===== src/rtl/io_data_mem.sv =====
// io_data_mem: MEM-stage data RAM plus a memory-mapped I/O block.
// Ports: clock/reset, addr/wdata/we, rdata (comb), in_port0/1, out_port0/1, timer_flag.
module io_data_mem #(
  parameter int RAM_AW = 6,
  parameter int IN_W   = 8
) (
  input  logic            clock,
  input  logic            reset,
  input  logic [31:0]     addr,
  input  logic [31:0]     wdata,
  input  logic            we,
  output logic [31:0]     rdata,
  input  logic [IN_W-1:0] in_port0,
  input  logic [IN_W-1:0] in_port1,
  output logic [31:0]     out_port0,
  output logic [31:0]     out_port1,
  output logic            timer_flag
);

  localparam int Depth = 1 << RAM_AW;

  localparam logic [5:0] OffIn0  = 6'd0;
  localparam logic [5:0] OffIn1  = 6'd1;
  localparam logic [5:0] OffOut0 = 6'd2;
  localparam logic [5:0] OffOut1 = 6'd3;
  localparam logic [5:0] OffCnt  = 6'd4;
  localparam logic [5:0] OffRld  = 6'd5;
  localparam logic [5:0] OffStat = 6'd6;
  localparam logic [5:0] OffTcnt = 6'd7;

  logic              io_sel;
  logic [5:0]        woff;
  logic [RAM_AW-1:0] idx;
  logic              unused_abits;

  // I/O offsets are word-decoded; byte-lane bits are ignored everywhere.
  assign io_sel       = (addr[31:8] == 24'hFFFFFF);
  assign woff         = addr[7:2];
  assign idx          = addr[RAM_AW+1:2];
  assign unused_abits = ^addr[1:0];

  logic [31:0] ram_q [Depth];
  logic        ram_we;

  assign ram_we = we && !io_sel && !reset;

  always_ff @(posedge clock) begin
    if (ram_we) begin
      ram_q[idx] <= wdata;
    end
  end

  logic [IN_W-1:0] in0_meta_q, in0_q;
  logic [IN_W-1:0] in1_meta_q, in1_q;
  logic [31:0]     out0_q, out0_d;
  logic [31:0]     out1_q, out1_d;
  logic [31:0]     cnt_q, cnt_d;
  logic [31:0]     rld_q, rld_d;
  logic [31:0]     tcnt_q, tcnt_d;
  logic            flag_q, flag_d;
  logic            wr_io, wr_rld, expire;

  assign wr_io  = we && io_sel;
  assign wr_rld = wr_io && (woff == OffRld);
  // A reload write restarts the timer and masks the expiry that cycle.
  assign expire = !wr_rld && (rld_q != '0) && (tcnt_q == '0);

  always_comb begin
    out0_d = out0_q;
    out1_d = out1_q;
    cnt_d  = cnt_q + 32'd1;
    rld_d  = rld_q;
    tcnt_d = tcnt_q;
    flag_d = flag_q;
    if (wr_io && woff == OffOut0) out0_d = wdata;
    if (wr_io && woff == OffOut1) out1_d = wdata;
    if (wr_io && woff == OffCnt)  cnt_d  = wdata;
    if (wr_rld) begin
      rld_d  = wdata;
      tcnt_d = wdata;
    end else if (rld_q != '0) begin
      tcnt_d = (tcnt_q == '0) ? rld_q : tcnt_q - 32'd1;
    end
    // Set beats a simultaneous W1C clear.
    if (expire) begin
      flag_d = 1'b1;
    end else if (wr_io && woff == OffStat && wdata[0]) begin
      flag_d = 1'b0;
    end
  end

  always_ff @(posedge clock) begin
    if (reset) begin
      in0_meta_q <= '0;
      in0_q      <= '0;
      in1_meta_q <= '0;
      in1_q      <= '0;
      out0_q     <= '0;
      out1_q     <= '0;
      cnt_q      <= '0;
      rld_q      <= '0;
      tcnt_q     <= '0;
      flag_q     <= 1'b0;
    end else begin
      in0_meta_q <= in_port0;
      in0_q      <= in0_meta_q;
      in1_meta_q <= in_port1;
      in1_q      <= in1_meta_q;
      out0_q     <= out0_d;
      out1_q     <= out1_d;
      cnt_q      <= cnt_d;
      rld_q      <= rld_d;
      tcnt_q     <= tcnt_d;
      flag_q     <= flag_d;
    end
  end

  always_comb begin
    rdata = '0;
    if (!io_sel) begin
      rdata = ram_q[idx];
    end else begin
      case (woff)
        OffIn0:  rdata = 32'(in0_q);
        OffIn1:  rdata = 32'(in1_q);
        OffOut0: rdata = out0_q;
        OffOut1: rdata = out1_q;
        OffCnt:  rdata = cnt_q;
        OffRld:  rdata = rld_q;
        OffStat: rdata = {31'b0, flag_q};
        OffTcnt: rdata = tcnt_q;
        default: rdata = '0;
      endcase
    end
  end

  assign out_port0  = out0_q;
  assign out_port1  = out1_q;
  assign timer_flag = flag_q;

endmodule


===== config.mk =====
export PLATFORM = sky130hd
export DESIGN_NAME = io_data_mem
export DESIGN_NICKNAME = d
export VERILOG_FILES = /design/src/rtl/io_data_mem.sv
export SDC_FILE = /design/constraint.sdc
export NUM_CORES = 2
export LEC_CHECK = 0
export ABC_CLOCK_PERIOD_IN_PS = 4500
export BUFFER_PORTS_ARGS = -buffer_cell sky130_fd_sc_hd__buf_2
export CAP_MARGIN = 20
export CORE_MARGIN = 3
export CORE_UTILIZATION = 35
export DETAILED_ROUTE_END_ITERATION = 8
export GPL_TIMING_DRIVEN = 0
export PLACE_DENSITY = 0.62
export SYNTH_ARGS = -nofsm -noshare
export SYNTH_HDL_FRONTEND = slang
export SYNTH_SLANG_ARGS = --single-unit
export TNS_END_PERCENT = 100

===== constraint.sdc =====
create_clock -name clock -period 4.5 [get_ports clock]
set_clock_uncertainty 0.1 [all_clocks]
set_input_delay 0.675 -clock clock [delete_from_list [all_inputs] [get_ports clock]]
set_output_delay 0.675 -clock clock [all_outputs]
set_load 0.02 [all_outputs]

==> impl_metrics.prom <==
# TYPE chip_impl_metric gauge
chip_impl_info{name="run_status",value="complete, but fails checks"} 1
chip_impl_info{name="failed_checks",value="design-rule violations, negative setup slack"} 1
chip_impl_metric{name="worstMarginPinSlew",unit="ns"} 1.244
chip_impl_metric{name="hpwl",unit="microns"} 221100
chip_impl_metric{name="fp.dieH",unit="microns"} 509.5
chip_impl_metric{name="critPathMaxStageDelay",unit="ns"} 0.54
chip_impl_metric{name="grt_pass1_wl",unit="microns"} 431500
chip_impl_info{name="critPathLaunch",value="addr[11]"} 1
chip_impl_metric{name="route.detailed.wl_per_inst",unit="microns"} 36.36
chip_impl_metric{name="post_route_design_area",unit="sq um"} 105200
chip_impl_metric{name="syn_nets",unit=""} 4875
chip_impl_metric{name="ant_nets",unit=""} 0
chip_impl_info{name="timing.setup.critical_path_class",value="input pin to primary output"} 1
chip_impl_info{name="min_from",value="wdata[0]"} 1
chip_impl_metric{name="power_per_cell_area",unit="nW/um^2"} 417.6
chip_impl_metric{name="power.sequential.fraction",unit="%"} 51.9
chip_impl_metric{name="timing.fmax",unit="GHz"} 0.2123
chip_impl_metric{name="final_setup_violation_count",unit=""} 24
chip_impl_metric{name="cellInternalPower",unit="W"} 0.03373
chip_impl_info{name="mostFrequentLayoutCell",value="sky130_fd_sc_hd__edfxtp_1"} 1
chip_impl_metric{name="core-area",unit="sq um"} 251600
chip_impl_metric{name="worst_setup_timing_slack_at_the_placement_stage",unit="ns"} -1.679
chip_impl_metric{name="edff_count_synth",unit=""} 2048
chip_impl_metric{name="area_delta_synth_final",unit="%"} 18.57
chip_impl_metric{name="worst_ir_drop_vdd",unit="V"} 0.0004493
chip_impl_metric{name="placed_cell_area",unit="sq um"} 97020
chip_impl_metric{name="grt_use_total",unit="%"} 24.24
chip_impl_info{name="regToRegStartpoint",value="rld_q[20]"} 1
chip_impl_metric{name="clock_latency_of_the_later_clocked_register_in_the_worst_skew_pair",unit="ns"} 0.87
chip_impl_metric{name="detail_route.iter0.violations",unit=""} 9737
chip_impl_metric{name="worst-endpoint-arrival",unit="ns"} 3.94
chip_impl_metric{name="path_max_fanout",unit=""} 10
chip_impl_metric{name="slew-limit-headroom",unit="%"} 17.06
chip_impl_metric{name="worst_setup_hold_path_clk_slew",unit="ns"} 0.06
chip_impl_metric{name="htree_num_levels",unit=""} 4
chip_impl_metric{name="dpl.cell_count",unit=""} 8441
chip_impl_metric{name="vias_in_the_first_global_route",unit=""} 50763
chip_impl_metric{name="clock_sink_count",unit=""} 2241
chip_impl_metric{name="number_of_buffers_created_by_cts",unit=""} 213
chip_impl_info{name="timing.critical_path.cells",value="buf_2 > nand4_1 > nor4_2 > clkbuf_4 > a21o_1 > clkbuf_2 > a311o_1 > o221ai_1 > buf_2"} 1
chip_impl_metric{name="gp_routability_congestion",unit=""} 0.9737
chip_impl_metric{name="design.die.area",unit="sq um"} 259500
chip_impl_metric{name="num_vias",unit=""} 53847
chip_impl_metric{name="number_of_hold_violations_in_the_final_report",unit=""} 0
chip_impl_info{name="dominantRegCellSynth",value="sky130_fd_sc_hd__edfxtp_1"} 1
chip_impl_metric{name="number_of_slew_limit_violations_in_the_final_report",unit=""} 0
chip_impl_metric{name="p_clk_share",unit="%"} 41.5
chip_impl_metric{name="postSynthAreaPerCell",unit="sq um"} 18.52
chip_impl_info{name="grt_setup_unrepaired",value="true"} 1
chip_impl_metric{name="timing.critical_path.buf_inv",unit=""} 4
chip_impl_metric{name="power_switching",unit="W"} 0.01020
chip_impl_metric{name="post-cts-setup-buffer-count",unit=""} 0
chip_impl_metric{name="post-layout-total-power",unit="W"} 0.04392
chip_impl_metric{name="placement_rows",unit=""} 184
chip_impl_metric{name="global_route.overflow_total",unit=""} 0
chip_impl_metric{name="drive_above_1_share",unit="%"} 26.63
chip_impl_metric{name="ys_ff_latch",unit=""} 2241
chip_impl_metric{name="netlist-cell-type-count",unit=""} 93
chip_impl_metric{name="yosys_warnings",unit=""} 0
chip_impl_metric{name="fillers",unit=""} 21887
chip_impl_metric{name="layout.nets",unit=""} 5412
chip_impl_info{name="clk_root_buffer_cell",value="sky130_fd_sc_hd__clkbuf_16"} 1
chip_impl_metric{name="buffer_ports.inserted",unit=""} 173
chip_impl_metric{name="period_share",unit="%"} 104.7
chip_impl_info{name="end_kind",value="primary output"} 1
chip_impl_info{name="slowest_cell_on_crit_path",value="sky130_fd_sc_hd__nor4_2"} 1
chip_impl_metric{name="syn-cell-area",unit="sq um"} 88710
chip_impl_metric{name="switching_share",unit="%"} 23.21
chip_impl_metric{name="layout_min_cycle_time",unit="ns"} 4.711
chip_impl_info{name="tritoncts",value="done"} 1
chip_impl_metric{name="cts.path.max_buffers",unit=""} 3
chip_impl_metric{name="comb_power_share",unit="%"} 6.6
chip_impl_metric{name="synth_cells",unit=""} 4789
chip_impl_info{name="final_cell_mix",value="sky130_fd_sc_hd__edfxtp_1, sky130_fd_sc_hd__mux4_2, sky130_fd_sc_hd__nand2_1, sky130_fd_sc_hd__mux2i_1, sky130_fd_sc_hd__clkbuf_16"} 1
chip_impl_metric{name="start_util",unit="%"} 35.25
chip_impl_metric{name="die_x",unit="microns"} 509.5
chip_impl_metric{name="ys_async_sr_fraction",unit="%"} 0
chip_impl_metric{name="synth_sequential_area_ratio",unit="%"} 73.68
chip_impl_metric{name="max_cap_viol_count",unit=""} 0
chip_impl_info{name="cp_common_cell",value="sky130_fd_sc_hd__buf_2"} 1
chip_impl_metric{name="totalWireLength",unit="microns"} 322600
chip_impl_metric{name="grt_start_max_net_pins",unit=""} 70
chip_impl_info{name="critical_path.startpoint_type",value="input pin"} 1
chip_impl_metric{name="leakage_power_summed_over_all_cells",unit="nW"} 33.63
chip_impl_info{name="critPathTopFamily",value="compound AO/OA/AOI/OAI gates"} 1
chip_impl_metric{name="initial_antenna_violation_count",unit=""} 41
chip_impl_metric{name="ios",unit=""} 180
chip_impl_metric{name="layout_setup_ws",unit="ns"} -0.2106
chip_impl_metric{name="fin_tns_setup",unit="ns"} -1.895
chip_impl_metric{name="instances_no_fill",unit=""} 8873
chip_impl_metric{name="dr.pass1.iters",unit=""} 9
chip_impl_metric{name="detail_route.vias_per_cell",unit=""} 6.069
chip_impl_info{name="min_path_type",value="input pin to flop"} 1
chip_impl_metric{name="crit_required",unit="ns"} 3.72
chip_impl_metric{name="drc",unit=""} 2
-- metrics by stage --
stage	hold slack (ns)	util, %
floorplan	0.3138	-
global placement	0.3331	37.27
detailed placement	0.3317	38.55
CTS	0.01722	41.73
global route	0.06537	41.79
finish	0.05592	41.80
-- routing by layer --
| metal | global-route usage (%) | wire [microns] | part of all wire [%] |
|---|---|---|---|
| met1 | 31.74 | 117900 | 37 |
| met2 | 35.93 | 141100 | 44 |
| met3 | 8.486 | 44620 | 14 |
| met4 | 11.91 | 18850 | 5.8 |
| met5 | 0 | 156 | 0.048 |
-- power groups by stage --
stage	sequential (W)	combinational [W]	clock, W
floorplan	0.0232	0.00121	0
global placement	0.0233	0.00256	0
detailed placement	0.0232	0.00274	0
CTS	0.0228	0.00282	0.0183
global route	0.0228	0.00293	0.0191
finish	0.0228	0.00290	0.0182
-- path summary, 6_finish.rpt --
| path | to | slack, ns | cells past startpoint |
|---|---|---|---|
| max reg2reg | tcnt_q[8] | 1.22 | 8 |
| min | out_port0[0] | 0.06 | 3 |
| min reg2reg | in1_q[2] | 0.34 | 1 |
| max | rdata[8] | -0.21 | 9 |
-- kinds of logic after synthesis --
| family | after synthesis | synth area share [%] |
|---|---|---|
| compound gates | 735 | 5.776 |
| mux | 717 | 14.01 |
| fa+ha+maj | 3 | 0.04232 |
| xor+xnor | 32 | 0.3159 |
| flops | 2241 | 73.68 |
| simple gates | 747 | 4.013 |
| buf+inv | 314 | 2.165 |
-- cell usage after synthesis (all sizes together), types with 5 or more instances --
cell	instances	share of area [%]
a211oi	52	0.45
a21o	6	0.051
dfxtp	193	4.4
a32oi	8	0.079
and4	7	0.069
edfxtp	2048	69
a221oi	104	1.1
a21oi	190	1.1
o31ai	9	0.076
or3	16	0.12
a221o	9	0.10
nor2b	45	0.32
nor2	157	0.69
clkbuf	128	0.55
nand3	53	0.30
o221ai	8	0.079
a311oi	19	0.19
inv	13	0.055
a222oi	29	0.33
buf	172	1.6
mux2i	273	3.1
nor3	34	0.22
mux2	27	0.34
mux4	417	11
or4	6	0.059
o2bb2ai	5	0.049
xnor2	16	0.16
and2	11	0.078
o211a	10	0.11
a311o	9	0.10
nand4	23	0.18
nand2	329	1.4
o211ai	15	0.13
nand2b	6	0.042
and3	18	0.13
xor2	16	0.16
a31oi	37	0.26
o21ai	115	0.65
nor4	24	0.22
a22oi	73	0.62
-- worst min-delay path, cell delays in order --
cell and delay (ns):
sky130_fd_sc_hd__buf_4 0.16, sky130_fd_sc_hd__nand2_1 0.07, sky130_fd_sc_hd__a21oi_1 0.05
-- timing repair --
action,CTS,global route
gates resized for setup,235,37
pin swaps,7,2
hold buffers,18,0
endpoints found under the setup margin,1007,26
hold endpoints to repair,22,0
-- state kept, by name, summed over array words and instances (netlist names) --
register    count
in0_meta_q      8
in0_q           8
out_port0      32
cnt_q          32
timer_flag      1
tcnt_q         32
rld_q          32
ram_q        2048
out_port1      32
in1_meta_q      8
in1_q           8
-- area by class of cell --
cell class | count | area [sq um] | area share, %
Antenna cell | 19 | 47.55 | 0.04520
Buffer | 298 | 2175 | 2.067
Clock buffer | 254 | 5575 | 5.300
Clock inverter | 141 | 1459 | 1.387
Inverter | 14 | 53.80 | 0.05115
Multi-Input combinational cell | 2234 | 22500 | 21.39
Sequential cell | 2241 | 65360 | 62.14
Tap cell | 3348 | 4189 | 3.982
Timing Repair Buffer | 324 | 3827 | 3.639
Note: power is estimated with default switching activity, not from simulation.
